--- config.mk ---
export PLATFORM = sky130hd
export DESIGN_NAME = poly_operand_driver
export DESIGN_NICKNAME = d
export VERILOG_FILES = /design/src/rtl/poly_operand_driver.sv
export SDC_FILE = /design/constraint.sdc
export NUM_CORES = 1
export LEC_CHECK = 0
export BUFFER_PORTS_ARGS = -buffer_cell sky130_fd_sc_hd__buf_4
export CORE_MARGIN = 2
export CORE_UTILIZATION = 53
export DETAILED_ROUTE_END_ITERATION = 8
export PLACE_DENSITY = 0.79
export SETUP_SLACK_MARGIN = 0.2
export SKIP_CTS_REPAIR_TIMING = 1
export SYNTH_ARGS = -nofsm -noshare
export SYNTH_HDL_FRONTEND = slang
export SYNTH_SLANG_ARGS = --single-unit
--- constraint.sdc ---
create_clock -name clk -period 1.6 [get_ports clk]
set_input_delay 0.32 -clock clk [delete_from_list [all_inputs] [get_ports clk]]
set_output_delay 0.32 -clock clk [all_outputs]
set_load 0.03 [all_outputs]
--- src/rtl/poly_operand_driver.sv ---
// Initiator for the polynomial evaluator's serial Go/DataIn load:
// shifts out A, B, C, X, then waits for ResultValid or a timeout.
module poly_operand_driver #(
   parameter int W       = 8,
   parameter int GO_HIGH = 2,
   parameter int GO_LOW  = 2,
   parameter int TIMEOUT = 64
) (
   input  logic         clk,
   input  logic         reset,
   input  logic         start,
   input  logic [W-1:0] op_a,
   input  logic [W-1:0] op_b,
   input  logic [W-1:0] op_c,
   input  logic [W-1:0] op_x,
   output logic         go,
   output logic [W-1:0] data_out,
   input  logic [W-1:0] dut_result,
   input  logic         dut_result_valid,
   output logic         busy,
   output logic         done,
   output logic [W-1:0] result,
   output logic         timeout
);

   localparam int MAXC = (TIMEOUT > GO_HIGH)
                       ? ((TIMEOUT > GO_LOW) ? TIMEOUT : GO_LOW)
                       : ((GO_HIGH > GO_LOW) ? GO_HIGH : GO_LOW);
   localparam int CW = (MAXC > 1) ? $clog2(MAXC) : 1;

   localparam logic [CW-1:0] HI_LAST = CW'(GO_HIGH - 1);
   localparam logic [CW-1:0] LO_LAST = CW'(GO_LOW - 1);
   localparam logic [CW-1:0] TO_LAST = CW'(TIMEOUT - 1);

   typedef enum logic [2:0] {
      S_IDLE,
      S_SETUP,
      S_GO_HI,
      S_GO_LO,
      S_WAIT_RES,
      S_DONE
   } state_t;

   state_t        state_q;
   logic [W-1:0]  sa_q, sb_q, sc_q, sx_q;
   logic [1:0]    idx_q;
   logic [CW-1:0] cnt_q;
   logic [W-1:0]  result_q;
   logic          timeout_q;

   logic          go_q, busy_q, done_q;
   logic [W-1:0]  dout_q;
   logic          go_d, busy_d, done_d;
   logic [W-1:0]  dout_d;
   logic [W-1:0]  cur_op;

   always_comb begin
      cur_op = sa_q;
      unique case (idx_q)
         2'd0: cur_op = sa_q;
         2'd1: cur_op = sb_q;
         2'd2: cur_op = sc_q;
         2'd3: cur_op = sx_q;
         default: cur_op = sa_q;
      endcase
   end

   // Outputs are a registered decode of the current state, so nothing
   // on an input pin can reach an output within the same cycle.
   always_comb begin
      go_d   = (state_q == S_GO_HI);
      busy_d = (state_q != S_IDLE);
      done_d = (state_q == S_DONE);
      dout_d = '0;
      if (state_q == S_SETUP || state_q == S_GO_HI ||
          state_q == S_GO_LO) begin
         dout_d = cur_op;
      end
   end

   always_ff @(posedge clk) begin
      if (reset) begin
         state_q   <= S_IDLE;
         sa_q      <= '0;
         sb_q      <= '0;
         sc_q      <= '0;
         sx_q      <= '0;
         idx_q     <= '0;
         cnt_q     <= '0;
         result_q  <= '0;
         timeout_q <= 1'b0;
         go_q      <= 1'b0;
         busy_q    <= 1'b0;
         done_q    <= 1'b0;
         dout_q    <= '0;
      end else begin
         go_q   <= go_d;
         busy_q <= busy_d;
         done_q <= done_d;
         dout_q <= dout_d;
         unique case (state_q)
            S_IDLE: begin
               if (start) begin
                  sa_q      <= op_a;
                  sb_q      <= op_b;
                  sc_q      <= op_c;
                  sx_q      <= op_x;
                  idx_q     <= 2'd0;
                  cnt_q     <= '0;
                  timeout_q <= 1'b0;
                  state_q   <= S_SETUP;
               end
            end
            S_SETUP: begin
               cnt_q   <= '0;
               state_q <= S_GO_HI;
            end
            S_GO_HI: begin
               if (cnt_q == HI_LAST) begin
                  cnt_q   <= '0;
                  state_q <= S_GO_LO;
               end else begin
                  cnt_q <= cnt_q + CW'(1);
               end
            end
            S_GO_LO: begin
               if (cnt_q == LO_LAST) begin
                  cnt_q <= '0;
                  if (idx_q == 2'd3) begin
                     state_q <= S_WAIT_RES;
                  end else begin
                     idx_q   <= idx_q + 2'd1;
                     state_q <= S_SETUP;
                  end
               end else begin
                  cnt_q <= cnt_q + CW'(1);
               end
            end
            S_WAIT_RES: begin
               if (dut_result_valid) begin
                  result_q <= dut_result;
                  state_q  <= S_DONE;
               end else if (cnt_q == TO_LAST) begin
                  timeout_q <= 1'b1;
                  state_q   <= S_DONE;
               end else begin
                  cnt_q <= cnt_q + CW'(1);
               end
            end
            S_DONE: begin
               state_q <= S_IDLE;
            end
            default: begin
               state_q <= S_IDLE;
            end
         endcase
      end
   end

   assign go       = go_q;
   assign data_out = dout_q;
   assign busy     = busy_q;
   assign done     = done_q;
   assign result   = result_q;
   assign timeout  = timeout_q;

endmodule

## Yosys cells after proc, flatten, opt, wreduce, memory -nomap -nowiden

Index checks and enable logic that the tools add are counted.

| storage, ports and cells | value |
|---|---|
| output and inout bits | 20 |
| register bits | 63 |
| word-level logic and storage cells | 71 |
| bits of input ports | 44 |

| cells by class | value |
|---|---|
| add/subtract/negate cells | 2 |
| equal/unequal tests | 18 |
| reduce and logical (&&, ||, !) cells | 16 |
| bitwise gates (word level) | 1 |
| muxes and demuxes | 21 |

Operators with widths:

| kind | count |
|---|---|
| 8-bit one-hot mux with 4 select lines | 1 |
| 6-bit two-way mux | 4 |
| 6-bit one-hot mux with 4 select lines | 1 |
| 3-bit two-way mux | 6 |
| 4-bit AND reduction | 4 |
| 3-bit one-hot mux with 5 select lines | 1 |
| 2-bit inequality test (second input constant) | 5 |
| 6-bit by 1-bit adder with 6-bit output (second input constant) | 1 |
| 3-bit by 2-bit equality test with 1-bit output (second input constant) | 2 |
| 3-bit equality test (second input constant) | 2 |
| 6-bit by 1-bit equality test with 1-bit output (second input constant) | 1 |
| 6-bit equality test (second input constant) | 1 |
| 2-bit two-way mux | 3 |
| 2-bit equality test (second input constant) | 2 |
| 2-bit by 1-bit inequality test with 1-bit output (second input constant) | 2 |
| 2-bit one-hot mux with 2 select lines | 1 |
| 2-bit AND reduction | 2 |
| 2-bit nonzero test | 2 |
| 4-bit nonzero test | 1 |
| 2-bit OR reduction | 2 |
| 3-bit by 1-bit equality test with 1-bit output (second input constant) | 1 |
| 3-bit zero test | 1 |
| 1-bit two-way mux | 3 |
| 3-bit inequality test (second input constant) | 1 |
| other kinds (7) | 8 |

## Longest topological paths before layout

| logic depth | value |
|---|---|
| depth in word-level cells | 5 |
| gate-level depth with buffers | 7 |
| gate-level depth less buffers | 6 |

## Least setup slack after synthesis

OpenSTA, ideal clock, no wires.

| path | value |
|---|---|
| path kind | register -> register |
| start | register cnt_q[0] |
| end | register cnt_q[4] |
| slack | 136 ps |
| required time | 1520 ps |
| buffers on the path | 0 |
| arrival | 1385 ps |
| stages on the path, launching flop included | 5 |
| path through | dfxtp_1 > ha_1 > or4b_1 > a21o_1 > a211oi_2 |

| between the ends | value |
|---|---|
| cells in the longest elaborated chain, start to end | 4 |
| elaborated cells on any way between the ends | 9 |
| those cells by class | 1 x add/sub; 3 x eq/ne; 4 x mux; 1 x reduce/logical |

RTL lines:

| item | RTL line | source |
|---|---|---|
| start, declared | 47 | `logic [CW-1:0] cnt_q;` |
| start signal, assigned | 123 | `cnt_q <= cnt_q + CW'(1);` |
| start signal, assigned | 136 | `cnt_q <= cnt_q + CW'(1);` |
| start signal, assigned | 147 | `cnt_q <= cnt_q + CW'(1);` |
| 6-bit by 1-bit adder with 6-bit output | 123, 136, 147 |  |
| 6-bit two-way mux | 143 | `end else if (cnt_q == TO_LAST) begin` |
| 6-bit two-way mux | 140 | `if (dut_result_valid) begin` |
| 6-bit one-hot mux with 4 select lines | 101 | `unique case (state_q)` |

Parallel ways exist; a longest one is shown, timed or not. The select of a mux whose other input is x is not followed.
A chain may end at the register's enable or synchronous reset.

## Worst setup path after layout

| path | value |
|---|---|
| start | register cnt_q[2] |
| end | register cnt_q[4] |

Same word-level chain as after synthesis.

==> impl_metrics.env <==
export IMPL_synth_avg_cell_area_um2=8.22
export IMPL_synthAdderAreaFrac_pct=2.82
export IMPL_core_um2=4790
export IMPL_synth_most_common_cell="nand2_1"
export IMPL_max_cap_viol_count=0
export IMPL_synth_common_cells="69 x nand2_1, 63 x dfxtp_1, 48 x a21oi_1, 35 x nor2_1, 15 x clkbuf_1"
export IMPL_yosysTopAreaCell="dfxtp_1"
export IMPL_drive_gt1_share_pct=35.3
export IMPL_cp_max_fo=4
export IMPL_dpl_worst_slack_ns=0.0257
export IMPL_dp_final_hpwl_mm=4.12
export IMPL_pwr_share_seq_pct=43.0
export IMPL_synth_nets=374
export IMPL_root_buffer="clkbuf_8"
export IMPL_seqCellArea_um2=1280
export IMPL_ant_nets=0
export IMPL_multiInputGateArea_um2=1440
export IMPL_switching_share_pct=23.9
export IMPL_synth_edf_count=0
export IMPL_gp_congestion=0.810
export IMPL_p_clk_share_pct=43.2
export IMPL_fin_setup_tns_ns=0
export IMPL_rsz0062_at_grt="true"
export IMPL_area_growth_pct=42.1
export IMPL_first_iter_violations=323
export IMPL_slowest_delay_ns=0.51
export IMPL_outcome="complete, no violations"
export IMPL_ir_worst_vdd_mv=0.583
export IMPL_htreeDepth=3
export IMPL_cp_end_kind="flop"
export IMPL_antenna_found_initial=0
export IMPL_grt_overflow_total=0
export IMPL_power_switching_uw=945
export IMPL_synth_distinct_cells=40
export IMPL_synth_compound_area_share_pct=18.6
export IMPL_ys_ff_latch=63
export IMPL_fin_crit_ns=1.54
export IMPL_ys_top_cells_by_area="dfxtp_1 47%, nand2_1 9.7%, a21oi_1 9.0%"
export IMPL_die_area_um2=5610
export IMPL_dp_cells=443
export IMPL_ys_async_sr_fraction_pct=0
export IMPL_viasPerCell=5.60
export IMPL_synthFlopType="dfxtp_1"
export IMPL_hold_viol_final=0
export IMPL_worstSkewPairLatency_ns=0.34
export IMPL_reg2reg_depth=4
export IMPL_critPathRequiredTime_ns=1.86
export IMPL_p_total_mw=3.96
export IMPL_synth_mux_area_fraction_pct=3.76
export IMPL_whs_path_depth=3
export IMPL_cts_buffer_depth=2
export IMPL_grt_first_pass_wirelength_mm=9.98
export IMPL_cts_tree="done"
export IMPL_netlist_area_um2=2660
export IMPL_seq_area_frac_synth_pct=47.3
export IMPL_first_global_vias=2296
export IMPL_fin_skew_ns=0.00669
export IMPL_synth_top_family_by_area="simple AND/OR/NAND/NOR gates"
export IMPL_start_util_pct=55.7
export IMPL_antennaDiodeCount=0
export IMPL_track_usage_pct=23.6
export IMPL_die_h_um=74.9
export IMPL_port_buffer_count=63
export IMPL_cp_start_kind="flop"
export IMPL_syn_inst=324
export IMPL_powerDensity_nw_per_um2=1050
export IMPL_rows=25
export IMPL_nets=445
export IMPL_drtPass1Iterations=5
export IMPL_synth_top_cell_area_share_pct=47.3
export IMPL_clock_sinks=63
export IMPL_via_count=2608
export IMPL_critPathSlowestCell="or4b_4"
export IMPL_hp_class="input port to flop"
export IMPL_tightest_slew_ns=0.451
export IMPL_final_max_slew_viol_count=0
export IMPL_dieWidth_um=74.9
export IMPL_path_cells="nand2_1, or4b_4, a21o_1, a211oi_2"
export IMPL_max_freq_mhz=649
export IMPL_ys_warn_count=0
export IMPL_numCtsBuffers=9
export IMPL_route_detailed_drc=0
export IMPL_synth_xor_area_share_pct=0
export IMPL_fillCellCount=334
export IMPL_internal_power_mw=3.01
export IMPL_instances_no_fill=466
export IMPL_grt_max_degree=57
export IMPL_crit_type="flop to flop"
export IMPL_ios=64
export IMPL_yosys_area_share_simple_pct=22.4
export IMPL_layout_setup_ws_ns=0.0582
export IMPL_clk_pin_slew_ns=0.07
export IMPL_wirelength_mm=7.28
export IMPL_period_share_pct=96.4
export IMPL_timing_slew_headroom_pct=69.8
export IMPL_wire_per_inst_um=15.6
export IMPL_cp_arrival_ns=1.81
export IMPL_p_leak_nw=1.47
export IMPL_setup_violations=0
export IMPL_comb_power_share_pct=13.8
==> metrics by stage <==
| step | instance area [um^2] | hold WS (ns) | utilization [%] |
|---|---|---|---|
| final | 3780 | 0.214 | 79.1 |
| after detailed placement | 3260 | 0.448 | 68.2 |
| after global placement | 3260 | 0.442 | 68.2 |
| after CTS | 3510 | 0.211 | 73.3 |
| after floorplan | 2680 | 0.436 | - |
| after global routing | 3780 | 0.211 | 79.1 |
==> worst paths after layout <==
check,from,end,slack (ns)
worst min register to register,sx_q[2],sx_q[2],0.46
worst min-delay path,op_a[7],sa_q[7],0.21
worst max register to register,cnt_q[2],cnt_q[4],0.06
worst max-delay path,cnt_q[2],cnt_q[4],0.06
==> logic make-up (layout without fill, tap and decap cells) <==
logic type               Yosys count  after routing
multiplexers                      10             10
AND/OR/NAND/NOR                  136            136
flip-flops                        63             63
adder cells (fa/ha/maj)            6              6
buffers and inverters             31            106
AO/OA/AOI/OAI                     78             78
==> metal layers <==
layer  up-vias  global-route usage, %  part of all wire, %
met5         -                      0                    0
met4         0                   12.9                  2.5
met3        19                   4.55                  7.4
met2       125                   36.9                   48
met1      1198                   30.8                   42
li1       1266                      -                    -
==> critical path: cells and delay by family, from the launching register on <==
family           cells  cell delay, ns
AO/OA/AOI/OAI        2            0.36
AND/OR/NAND/NOR      2            0.64
flip-flops           1            0.47
==> power groups by stage <==
stage	logic (mW)	clock network, mW	registers, mW
floorplan	0.253	0	1.73
global placement	0.437	0	1.73
detailed placement	0.444	0	1.73
CTS	0.448	1.71	1.70
global route	0.588	1.78	1.71
finish	0.545	1.71	1.70
==> final cells by class <==
type,instances,share of cell area [%]
Timing Repair Buffer,84,18.7
Multi-Input combinational cell,230,37.9
Clock buffer,12,4.10
Sequential cell,63,34.0
Tap cell,67,2.21
Inverter,7,0.760
Clock inverter,3,2.38
==> sequential cells by signal, summed over array words and instances, names as in the netlist, 2 cells and up <==
| signal | cells |
|---|---|
| state_q | 3 |
| sb_q | 8 |
| result | 8 |
| idx_q | 2 |
| sx_q | 8 |
| sa_q | 8 |
| cnt_q | 6 |
| sc_q | 8 |
| data_out | 8 |
==> placed cells by master, fill, tap and decap left out, drive strengths merged <==
| cell type | count |
|---|---|
| buf | 82 |
| nand2 | 69 |
| dfxtp | 63 |
| a21oi | 48 |
| nor2 | 36 |
| clkbuf | 14 |
| mux2i | 10 |
| nand3 | 10 |
| a222oi | 8 |
| nor3 | 8 |
| inv | 7 |
| o21ai | 6 |
| ha | 6 |
| o221ai | 4 |
| bufinv | 3 |
| nor2b | 3 |
| and3 | 2 |
| a31oi | 2 |
| o211ai | 2 |
| a211oi | 2 |
| or3b | 1 |
| nor4 | 1 |
| or3 | 1 |
| and3b | 1 |
| nand4 | 1 |
| a221oi | 1 |
| a221o | 1 |
| a21boi | 1 |
| a2111oi | 1 |
| or4b | 1 |
| and4 | 1 |
| a21o | 1 |
| or2 | 1 |
| o211a | 1 |
(Power assumes the default switching activity.)
